===== src/rtl/encode_ctrl.sv =====
// ---------------------------------------------------------------------------
// encode_ctrl
//
// Sequences one hypervector encode. After an accepted start it clears the
// external encoder, streams cfg_n feature vectors into it, captures the
// encoder result and offers that result on a valid/ready output stream.
//
// Ports
//   clk, rst_n            rising-edge clock, asynchronous active-low reset
//   start, abort          begin an encode (IDLE only) / return to IDLE
//   cfg_n, cfg_thre       feature count and threshold, sampled on start
//   feat_valid/ready/data feature input stream
//   enc_clr, enc_en       encoder clear strobe and accumulate enable
//   enc_cnt, enc_thre     latched count and threshold driven to encoder
//   enc_data              feature vector passed through to the encoder
//   enc_vec, enc_done     encoder result and encoder count carry
//   out_valid/ready/data  result output stream
//   busy                  high whenever the controller is not idle
//   cfg_err, sync_err     sticky error flags, cleared by an accepted start
//   n_done                count of delivered results (wraps)
// ---------------------------------------------------------------------------
`ifndef DIM
`define DIM 32
`endif

module encode_ctrl #(
   parameter int CNT_W = 8,
   parameter int DIM   = `DIM
) (
   input  logic             clk,
   input  logic             rst_n,
   input  logic             start,
   input  logic             abort,
   input  logic [CNT_W-1:0] cfg_n,
   input  logic [CNT_W-1:0] cfg_thre,
   input  logic             feat_valid,
   output logic             feat_ready,
   input  logic [DIM-1:0]   feat_data,
   output logic             enc_clr,
   output logic             enc_en,
   output logic [CNT_W-1:0] enc_cnt,
   output logic [CNT_W-1:0] enc_thre,
   output logic [DIM-1:0]   enc_data,
   input  logic [DIM-1:0]   enc_vec,
   input  logic             enc_done,
   output logic             out_valid,
   input  logic             out_ready,
   output logic [DIM-1:0]   out_data,
   output logic             busy,
   output logic             cfg_err,
   output logic             sync_err,
   output logic [15:0]      n_done
);

   typedef enum logic [2:0] {
      IDLE = 3'd0,
      CLR  = 3'd1,
      ACC  = 3'd2,
      CAPT = 3'd3,
      OUT  = 3'd4
   } state_t;

   state_t           state_q, state_d;
   logic [CNT_W-1:0] k_q, k_d;
   logic [CNT_W-1:0] n_q, n_d;
   logic [CNT_W-1:0] thre_q, thre_d;
   logic [DIM-1:0]   out_data_q, out_data_d;
   logic [15:0]      n_done_q, n_done_d;
   logic             cfg_err_q, cfg_err_d;
   logic             sync_err_q, sync_err_d;

   logic             accept;
   logic             last_acc;

   // Outputs decode directly from state so they are glitch-free relative to
   // the state register and are all zero while reset is asserted.
   assign feat_ready = (state_q == ACC);
   assign accept     = feat_valid & feat_ready;
   assign last_acc   = accept & (k_q == (n_q - 1'b1));
   assign enc_en     = accept;
   assign enc_clr    = (state_q == CLR);
   assign enc_cnt    = n_q;
   assign enc_thre   = thre_q;
   assign enc_data   = feat_data;
   assign out_valid  = (state_q == OUT);
   assign out_data   = out_data_q;
   assign busy       = (state_q != IDLE);
   assign cfg_err    = cfg_err_q;
   assign sync_err   = sync_err_q;
   assign n_done     = n_done_q;

   always_comb begin
      state_d    = state_q;
      k_d        = k_q;
      n_d        = n_q;
      thre_d     = thre_q;
      out_data_d = out_data_q;
      n_done_d   = n_done_q;
      cfg_err_d  = cfg_err_q;
      sync_err_d = sync_err_q;

      // Abort wins over everything, including start and the output
      // handshake, and leaves the error flags untouched.
      if (abort) begin
         state_d = IDLE;
      end else begin
         case (state_q)
            IDLE: begin
               if (start) begin
                  if (cfg_n != '0) begin
                     n_d        = cfg_n;
                     thre_d     = cfg_thre;
                     cfg_err_d  = 1'b0;
                     sync_err_d = 1'b0;
                     state_d    = CLR;
                  end else begin
                     cfg_err_d = 1'b1;
                  end
               end
            end
            CLR: begin
               k_d     = '0;
               state_d = ACC;
            end
            ACC: begin
               if (accept) begin
                  k_d = k_q + 1'b1;
                  if (last_acc) begin
                     state_d = CAPT;
                  end
               end
               // The encoder carry must coincide exactly with the final
               // accept; any disagreement means the two counters drifted.
               if (last_acc ? !enc_done : enc_done) begin
                  sync_err_d = 1'b1;
               end
            end
            CAPT: begin
               out_data_d = enc_vec;
               state_d    = OUT;
            end
            OUT: begin
               if (out_ready) begin
                  n_done_d = n_done_q + 16'd1;
                  state_d  = IDLE;
               end
            end
            default: begin
               state_d = IDLE;
            end
         endcase
      end
   end

   always_ff @(posedge clk or negedge rst_n) begin
      if (!rst_n) begin
         state_q    <= IDLE;
         k_q        <= '0;
         n_q        <= '0;
         thre_q     <= '0;
         out_data_q <= '0;
         n_done_q   <= '0;
         cfg_err_q  <= 1'b0;
         sync_err_q <= 1'b0;
      end else begin
         state_q    <= state_d;
         k_q        <= k_d;
         n_q        <= n_d;
         thre_q     <= thre_d;
         out_data_q <= out_data_d;
         n_done_q   <= n_done_d;
         cfg_err_q  <= cfg_err_d;
         sync_err_q <= sync_err_d;
      end
   end

endmodule


===== config.mk =====
export PLATFORM = sky130hd
export DESIGN_NAME = encode_ctrl
export DESIGN_NICKNAME = d
export VERILOG_FILES = /design/src/rtl/encode_ctrl.sv
export SDC_FILE = /design/constraint.sdc
export NUM_CORES = 1
export LEC_CHECK = 0
export ABC_CLOCK_PERIOD_IN_PS = 3500
export CAP_MARGIN = 10
export CORE_ASPECT_RATIO = 0.7
export CORE_MARGIN = 2
export CORE_UTILIZATION = 30
export CTS_CLUSTER_SIZE = 12
export DETAILED_ROUTE_END_ITERATION = 16
export PLACE_DENSITY = 0.74
export REMOVE_ABC_BUFFERS = 1
export SYNTH_ARGS = -nofsm -noshare
export SYNTH_HDL_FRONTEND = slang
export SYNTH_SLANG_ARGS = --single-unit

===== constraint.sdc =====
create_clock -name clk -period 3.5 [get_ports clk]
set_input_delay 1.05 -clock clk [delete_from_list [all_inputs] [get_ports clk]]
set_output_delay 1.05 -clock clk [all_outputs]
set_load 0.005 [all_outputs]

==> After elaboration in Yosys (flattened, before gate mapping) <==
Cells that the tools add are included.
{ "totals": {"ff_bits": 77, "latchBits": 0, "ramBits": 0, "rom_bits": 0, "inputBits": 87, "out_inout_bits": 103, "elab_cells": 56, "mem_count": 0} }
{ "classes": {"add_sub_neg": 3, "mul": 0, "div_mod_pow": 0, "n_lt_le_gt_ge": 0, "eq_ne": 14, "shifts": 0, "muxes": 15, "n_bitwise": 3, "n_reduce_logical": 13} }
{ "op_table": {"columns": ["operator", "n"], "rows": [
  ["$mux 3", 6],
  ["$add 16x1->16 const B", 1],
  ["$pmux 8 s2", 1],
  ["$pmux 3 s5", 1],
  ["$reduce_and 5->1", 2],
  ["$ne 3x2->1 const B", 3],
  ["$reduce_and 3->1", 3],
  ["$add 8x1->8 const B", 1],
  ["$eq 8x8->1", 1],
  ["$mux 8", 1],
  ["$reduce_bool 8->1", 1],
  ["$sub 8x1->8 const B", 1],
  ["$eq 3x2->1 const B", 2],
  ["$ne 3x3->1 const B", 2],
  ["$mux 1", 5],
  ["$ne 2x1->1 const B", 2],
  ["$ne 2x2->1 const B", 2],
  ["$reduce_and 4->1", 1],
  ["$reduce_bool 2->1", 2],
  ["$eq 3x1->1 const B", 1],
  ["$eq 3x3->1 const B", 1],
  ["$logic_not 3->1", 1],
  ["$reduce_bool 3->1", 1],
  ["$and 1x1->1", 2],
  ["4 further kinds", 4]
]} }

==> Depth between registers and ports, before layout <==
Gate-level depths: netlist (run 1).
{ "logic_depth": {"ltp_word": 7, "ltp_mapped": 8, "mapped_depth_nobuf": 8} }

==> Least setup slack after synthesis (run 1) <==
No wires, ideal clock.
{ "synth_path": {"kind": "input to register", "start": "in abort", "end": "reg n_q[3] (netlist: enc_cnt[3])", "setup_ps": 125, "arrival_time_ps": 2467, "required_time_ps": 3375, "path_slack_ps": 908, "stages": 6, "path_buffers": 2, "cell_sequence": "clkbuf_1 nor3_1 nand3b_1 nor2_1 buf_2 mux2_2"} }
{ "synth_between": {"elab_chain_len": 2} }
{ "synth_lines": {"columns": ["item", "line_no", "source"], "rows": [
  ["start, declared", "33", "input logic abort,"],
  ["$not 1->1 (no line)", null, null],
  ["$reduce_and 4->1 (no line)", null, null],
  ["end signal, assigned", "168", "n_q <= n_d;"],
  ["end, declared", "65", "logic [CNT_W-1:0] n_q, n_d;"]
]} }
No other way between the ends.
A chain may end at the register's enable or synchronous reset.

==> Worst setup path after layout (run 1) <==
{ "layout_path": {"start": "in feat_valid", "end": "out enc_en"} }
{ "layout_between": {"elab_chain_len": 1} }
{ "layout_lines": {"columns": ["item", "line_no", "source"], "rows": [
  ["start, declared", "36", "input logic feat_valid,"],
  ["$and 1x1->1", "78", "assign accept = feat_valid & feat_ready;"],
  ["end, declared", "40", "output logic enc_en,"]
]} }
No other way between the ends.

==> run metrics, run 1 <==
total number of vias=2615; slew at the pin with the worst max-slew slack=1040 ps; Most used DFF post-synth=dfrtp_1; status=complete, no violations; post-layout util=43.9%; post-route ant nets=0; fin. max-slew vios=0; Core Region=11800 sq um; clk_lat worst skew=330 ps; leading area contributor after synthesis=dfrtp_1; chip height=96.0 microns; grt ovf=0; number of port buffers=125; Int Pwr=2.55 mW; Sw Pwr=0.923 mW; area share of the largest cell type after synthesis=53.1%; total CTS buffers=9; Sw Share=26.6%; flops & latches, synth=77; Distinct cells, synth=39; top layer in use=met4; total power=3.47 mW; Startpoint Class=input port; global-route wire length before repair=15000 microns; dpl hpwl=7210 microns; root buffer cell=clkbuf_16; final WL=9500 microns; register area=1930 sq um; Post-synth EDFFs=0; synth warn=0; mean post-synth cell area=11.7 sq um; Peak Freq=310 MHz; register area share after synthesis=53.1%; worst-path fanout max=2; CTS Sinks=77; Arrival @ worst endpoint=2170 ps; Post-route DRC=0; post-CTS setup buffer count=0; routed wire length per instance=16.6 microns; hold buffer count at cts=0; post-layout min period=3220 ps; H-tree levels=3; combinational power share=32.1%; post-cts resize count=0; hold slack=463 ps; Multi-input gate area=1400 sq um; TritonCTS clock tree=done; met3 wire len=1310 microns; Setup TNS Final=0 ps; Max VDD drop=338 uV; CP endpoint kind=output pin; Max-slew headroom=30.4%; Sequential Power Share=39.2%; Hold Crit Class=reg -> reg; Worst EP required=2450 ps; setup violation total in the final timing report=0; pin count of the biggest net entering global routing=78; initial antenna violation count=0; Total Nets Final=501; vias per std cell=4.56; WS Path Type=in -> out; I/O Pins=190; main area contributors after synthesis=dfrtp_1 (53%), mux2_2 (14%), buf_4 (6.6%); Site Rows=33; clock share of power=28.7%; Die ar.=13000 sq um; Pre-Repair DR Iteration Count=4; Max Cap Viol=0; Pwr Density=672 nW/um^2; GP Congestion=0.797; Clock transition at path regs=60 ps; fill count=1093; Die X-Extent=135 microns; Async SR Flop Fraction=100%; initial drt markers=67; met1 wire length=4380 microns; layout cell share with drive strength beyond 1=17.5%; Layout Area Growth over Synthesis=42.5%; final setup skew=6.52 ps; Gate Count Post-Synth=309; Overall Global Routing Usage=15.3%; RSZ-0062 raised after global routing=false; Synth Cell Area=3630 sq um; CTS max path bufs=2; final period utilization=92.1%; n_diodes=0; Hold Vio Cnt, Final=0; Initial Utilization=30.8%; vias in the first global route=2765; met2 wire len=3720 microns; leakage=2.21 nW
-- critical path, stage by stage --
cell and delay [ps]:
clkdlybuf4s50_1 480, and2_1 140, clkdlybuf4s50_1 500
-- path summary, 6_finish.rpt --
check,start,endpoint,slack [ps],depth (start not counted)
worst max register to register,state_q[2],n_done[15],1220,6
max in group asynchronous,rst_n,out_data[22],1980,1
worst min-delay path,n_done[15],n_done[15],460,1
min in group asynchronous,rst_n,sync_err,880,1
worst min register to register,n_done[15],n_done[15],460,1
worst max-delay path,feat_valid,enc_en,280,3
-- cell type report --
class | count | share of cell area [%]
Sequential cell | 77 | 37.3
Multi-Input combinational cell | 185 | 27.2
Timing Repair Buffer | 130 | 24.9
Clock buffer | 9 | 4.36
Tap cell | 157 | 3.80
Clock inverter | 7 | 1.91
Inverter | 8 | 0.581
-- cells in the mapped netlist, drive strengths merged, types with 3 or more instances --
master and n:
xor2 14, clkbuf 4, nor3 7, ha 3, xnor2 16, or4 4
nand3 10, and4 3, inv 8, nand2 20, nor2 22, nand4 3
o21ai 7, dfrtp 77, mux2 44, nand3b 4, buf 35, nor3b 3
nand2b 4
-- logic make-up after synthesis --
logic type | count (synthesis) | share of synthesized area, %
AO/OA/AOI/OAI | 17 | 3.38
AND/OR/NAND/NOR | 91 | 13.3
buffers and inverters | 47 | 8.28
XOR/XNOR | 30 | 7.25
adder cells (fa/ha/maj) | 3 | 1.04
multiplexers | 44 | 13.7
flip-flops | 77 | 53.1
-- power by group through the flow --
stage	Clock (mW)	Sequential (mW)	Combinational [mW]
floorplan	0	1.36	0.381
global placement	0	1.36	1.10
detailed placement	0	1.37	1.12
CTS	1.03	1.36	1.13
global route	1.08	1.40	1.21
finish	0.999	1.36	1.11
-- routing by layer --
metal / track usage (%) / up-vias
met3: 11.0 / 9
met4: 4.25 / 0
li1: - / 1240
met2: 18.9 / 106
met1: 20.5 / 1260
met5: 1.59 / -
-- cell usage in the layout (no fill, tap or decap), types with 4 or more instances in the layout --
cell type / n
clkbuf_16: 9
nand2_1: 20
nor2_1: 22
nand3_1: 10
mux2_2: 44
buf_4: 6
o21ai_0: 6
nand3b_1: 4
clkdlybuf4s50_1: 124
nor3_1: 6
nand2b_1: 4
xor2_1: 14
xnor2_1: 16
dfrtp_1: 77
inv_1: 8
-- registers in the layout (all words and copies together), names as in the netlist --
name,flops
state_q,3
out_data,32
cfg_err,1
sync_err,1
n_done,16
enc_thre,8
k_q,8
enc_cnt,8
-- metrics by stage --
step / area [sq um] / worst slack (ps) / std cells
6_report: 5170 / 276 / 573
5_1_grt: 5170 / 213 / 573
4_1_cts: 5170 / 261 / 573
3_5_place_dp: 4840 / 240 / 557
3_3_place_gp: 4840 / 268 / 557
2_1_floorplan: 3360 / -443 / 270
(Power assumes the default switching activity.)
==> run 2: changes to the inputs <==
--- a/config.mk
+++ b/config.mk
@@ -9,10 +9,10 @@
 export CAP_MARGIN = 10
 export CORE_ASPECT_RATIO = 0.7
 export CORE_MARGIN = 2
-export CORE_UTILIZATION = 30
+export CORE_UTILIZATION = 40
 export CTS_CLUSTER_SIZE = 12
 export DETAILED_ROUTE_END_ITERATION = 16
-export PLACE_DENSITY = 0.74
+export PLACE_DENSITY = 0.79
 export REMOVE_ABC_BUFFERS = 1
 export SYNTH_ARGS = -nofsm -noshare
 export SYNTH_HDL_FRONTEND = slang
==> run 2 against run 1 <==
Net effect:
- clock skew down 1.1 ps
- non-clock buffer count decreased by 2
- combinational power barely moved
- sequential power is essentially flat
- sequential cell count is the same
- sequential share of layout area rose by 0.58 points
- critical path depth did not move
- die area fell by 24%
- critical endpoint unchanged
==> run metrics, run 2 (synthesis gave the netlist of run 1 again) <==
Clock transition at path regs=50 ps; slew at the pin with the worst max-slew slack=956 ps; vias per std cell=4.98; hold buffer count at cts=0; Final WS setup=177 ps; layout cell share with drive strength beyond 1=17.1%; Hold Crit Class=reg -> reg; Layout Area Growth over Synthesis=40.3%; fin. max-slew vios=0; hold slack=500 ps; CP endpoint kind=output pin; Post-route DRC=0; clk_lat worst skew=330 ps; pin count of the biggest net entering global routing=78; CP top delay family=buffers and inverters; initial antenna violation count=0; leakage=2.18 nW; chip height=83.7 microns; Total Nets Final=499; Die ar.=9850 sq um; post-route ant nets=0; most frequent cells in the layout=clkdlybuf4s50_1 (124), dfrtp_1 (77), mux2_2 (44); GP Congestion=0.785; Initial Utilization=40.6%; post-layout min period=3320 ps; grt ovf=0; routed wire length per instance=17.8 microns; Reg2Reg Setup Slack=1310 ps; worst-path fanout max=4; n_diodes=0; Max-slew headroom=36.3%; WS Path Type=in -> out; commonest non-fill, non-tap cell in the layout=clkdlybuf4s50_1; Pwr Density=668 nW/um^2; crit-path cells=clkdlybuf4s50_1 > and2_1 > clkdlybuf4s50_1; vias in the first global route=2779; Core Region=8930 sq um; status=complete, no violations; Critical Path Max Stage Delay=530 ps; Worst Setup EP=enc_en; Peak Freq=301 MHz; Arrival @ worst endpoint=2270 ps; r2r startpoint=enc_cnt[0]; crit path from=feat_valid; post-cts resize count=0; WP depth=3; setup violation total in the final timing report=0; total CTS buffers=9; Startpoint Class=input port; Worst EP required=2450 ps; total number of vias=2677; global-route wire length before repair=14900 microns; final setup skew=5.41 ps; CP bufs+invs=2; initial drt markers=142; dpl ws=197 ps; Die X-Extent=118 microns; Pre-Repair DR Iteration Count=4; Worst R2R End=sync_err; Top cell by count, worst path=clkdlybuf4s50_1; root buffer cell=clkbuf_16; slowest CP cell=clkdlybuf4s50_1; Hold Vio Cnt, Final=0; dpl hpwl=7220 microns; final period utilization=94.9%; Overall Global Routing Usage=19.8%; H-tree levels=3; I/O Pins=190; Site Rows=29; post-layout util=57.0%; post-CTS setup buffer count=0; TritonCTS clock tree=done; final WL=9550 microns; number of port buffers=125; max FFs per register=32; CTS Sinks=77; Max VDD drop=421 uV; cell depth of the worst flop-to-flop path=6; CTS max path bufs=2; RSZ-0062 raised after global routing=false; Max Cap Viol=0
## run 2: cell types whose count changed in the layout (fill, tap and decap cells not counted), sizes merged
cell	before	now
clkinvlp	0	3
buf	6	4
clkinv	4	2
inv	9	8
clkbuf	9	10
bufinv	2	1
## run 2: worst reg2reg max path, delay by kind of cell (launching register included)
kind | cells | cell delay (ps)
compound gates | 2 | 230
xor+xnor | 1 | 190
flops | 1 | 460
simple gates | 3 | 1190
## run 2: report_power, final
part | switching (mW) | internal [mW]
clock | 0.356 | 0.568
sequential | 0.200 | 1.16
combinational | 0.353 | 0.763
total | 0.909 | 2.49
## run 2: final cells by class
| type | count | area [sq um] |
|---|---|---|
| clock buffer | 10 | 239 |
| clock inverter | 6 | 62.6 |
| fill | 776 | 3840 |
| inverter | 8 | 30.0 |
| multi-input combinational | 185 | 1400 |
| sequential | 77 | 1930 |
| tap | 124 | 155 |
| timing repair buffer | 128 | 1270 |
## run 2: worst min-delay path by stage
stage / slack (ps) / start / cells after the start / to
floorplan: 460 / n_done[15] / 1 / n_done[15]
global placement: 460 / cfg_err / 2 / cfg_err
detailed placement: 480 / n_done[15] / 1 / n_done[15]
CTS: 500 / cfg_err / 2 / cfg_err
global route: 510 / n_done[15] / 1 / n_done[15]
finish: 500 / n_done[15] / 1 / n_done[15]
## run 2: routing by layer
metal / global-route usage (%) / wire length, microns / vias to the layer above
met5: 3.13 / 37 / -
met4: 5.70 / 108 / 2
met3: 13.4 / 1240 / 12
met2: 26.3 / 3930 / 127
met1: 25.7 / 4230 / 1307
li1: - / - / 1229
## run 2: per-stage QoR
| step | instances | area, sq um | total power, mW | setup TNS, ps |
|---|---|---|---|---|
| 6_report | 538 | 5090 | 3.40 | 0 |
| 5_1_grt | 538 | 5090 | 3.59 | 0 |
| 4_1_cts | 538 | 5090 | 3.44 | 0 |
| 3_5_place_dp | 522 | 4790 | 2.49 | 0 |
| 3_3_place_gp | 522 | 4790 | 2.44 | 0 |
| 2_1_floorplan | 270 | 3360 | 1.74 | -14220 |
==> run 3: changes to the inputs <==
--- a/config.mk
+++ b/config.mk
@@ -13,6 +13,7 @@
 export CTS_CLUSTER_SIZE = 12
 export DETAILED_ROUTE_END_ITERATION = 16
 export PLACE_DENSITY = 0.79
+export RECOVER_POWER = 100
 export REMOVE_ABC_BUFFERS = 1
 export SYNTH_ARGS = -nofsm -noshare
 export SYNTH_HDL_FRONTEND = slang
==> run 3 against run 2 <==
Net effect:
- the flow now finishes with violations (max-capacitance violations, max-slew violations)
- total power down 3.7%
- cell count unchanged
- wire length down 0.73%
- sequential cell count unchanged
- register-to-register slack worse by 130 ps
- die area unchanged
- critical path depth unchanged
- cell area down 0.44%
- combinational power down 9.8%
- first-iteration DRC count up 2.8%
- largest power group unchanged
- critical path type unchanged
- non-clock buffer count unchanged
==> run metrics, run 3 (synthesis gave the netlist of run 1 again) <==
Clock transition at path regs=50 ps; I/O Pins=190; Final Instance Area=5070 sq um; met3 wire len=1190 microns; total CTS buffers=9; WS Path Type=in -> out; Layout Area Growth over Synthesis=39.7%; vias in the first global route=2779; Peak Freq=294 MHz; status=finished, violations left; failing checks=max-capacitance violations, max-slew violations; RSZ-0062 raised after global routing=false; hold slack=495 ps; CP endpoint kind=output pin; final period utilization=97.3%; max FFs per register=32; total power=3.27 mW; placed cells=522; Pre-Repair DR Iteration Count=4; Worst EP required=2450 ps; initial drt markers=146; chip height=83.7 microns; Pwr Density=646 nW/um^2; final setup skew=4.09 ps; routed wire length per instance=17.6 microns; dpl hpwl=7220 microns; area post-placement=4790 sq um; leakage=2.26 nW; setup violation total in the final timing report=0; commonest non-fill, non-tap cell in the layout=dfrtp_1; clk_lat worst skew=330 ps; Core Region=8930 sq um; post-cts resize count=0; layout cell share with drive strength beyond 1=15.9%; Max-slew headroom=-23.9%; TritonCTS clock tree=done; number of port buffers=125; Site Rows=29; Max Cap Viol=1; Total Nets Final=499; met1 wire length=4260 microns; n_diodes=0; CTS max path bufs=2; pin count of the biggest net entering global routing=78; post-CTS setup buffer count=0; Initial Utilization=40.6%; Post-route DRC=0; met2 wire len=3940 microns; Hold Crit Class=reg -> reg; total number of vias=2676; slew at the pin with the worst max-slew slack=1860 ps; Max VDD drop=405 uV; Arrival @ worst endpoint=2360 ps; vias per std cell=4.97; top layer in use=met4; Die X-Extent=118 microns; post-layout min period=3410 ps; worst-path fanout max=4; CTS Sinks=77; fin. max-slew vios=78; GP Congestion=0.785; Die ar.=9850 sq um; hold buffer count at cts=0; post-route ant nets=0; post-layout util=56.8%; Hold Vio Cnt, Final=0; most frequent cells in the layout=dfrtp_1 (77), dlygate4sd3_1 (71), clkdlybuf4s50_1 (53); root buffer cell=clkbuf_16; fin cells=538; fill count=781; H-tree levels=3; Startpoint Class=input port; final WL=9480 microns; global-route wire length before repair=14900 microns; Overall Global Routing Usage=19.8%; grt ovf=0; initial antenna violation count=0
==> run 3: cell count changes in the layout (fill, tap and decap cells not counted), sizes merged <==
cell | before | now
clkbuf | 10 | 14
buf | 4 | 0
dlygate4sd3 | 0 | 71
clkdlybuf4s50 | 124 | 53
==> run 3: worst paths after layout <==
| path | from | depth (start not counted) | to | slack [ps] |
|---|---|---|---|---|
| worst max-delay path | feat_valid | 3 | enc_en | 90 |
| worst min-delay path | n_done[15] | 1 | n_done[15] | 490 |
| worst max register to register | state_q[2] | 6 | n_done[11] | 1180 |
| worst min register to register | n_done[15] | 1 | n_done[15] | 490 |
| max in group asynchronous | rst_n | 1 | out_data[14] | 1170 |
| min in group asynchronous | rst_n | 1 | enc_cnt[2] | 1220 |
==> run 3: where the power goes <==
part           total (mW)  internal, mW  switching, mW
combinational        1.01         0.657          0.351
sequential           1.34          1.16          0.186
clock               0.922         0.568          0.354
total                3.27          2.38          0.891
==> run 3: layout make-up <==
class / instances / area [sq um] / share of cell area, %
Sequential cell: 77 / 1930 / 38.0
Multi-Input combinational cell: 185 / 1390 / 27.5
Timing Repair Buffer: 128 / 1260 / 24.8
Clock buffer: 10 / 239 / 4.72
Tap cell: 124 / 155 / 3.06
Clock inverter: 6 / 62.6 / 1.23
Inverter: 8 / 30.0 / 0.593
==> run 3: stage by stage <==
step | worst slack (ps) | TNS (ps)
after floorplan | -443 | -14220
after global placement | 212 | 0
after detailed placement | 197 | 0
after CTS | 170 | 0
after global routing | 84.4 | 0
final | 94.3 | 0
==> run 3: per-layer routing <==
metal	GRT usage (%)	vias to the layer above
met4	5.70	0
met1	25.7	1310
met3	13.4	9
met5	3.13	-
met2	26.3	121
li1	-	1236
==> run 3: critical path: stages <==
cell	delay, ps
clkdlybuf4s50_1	490
and2_0	270
clkdlybuf4s50_1	550
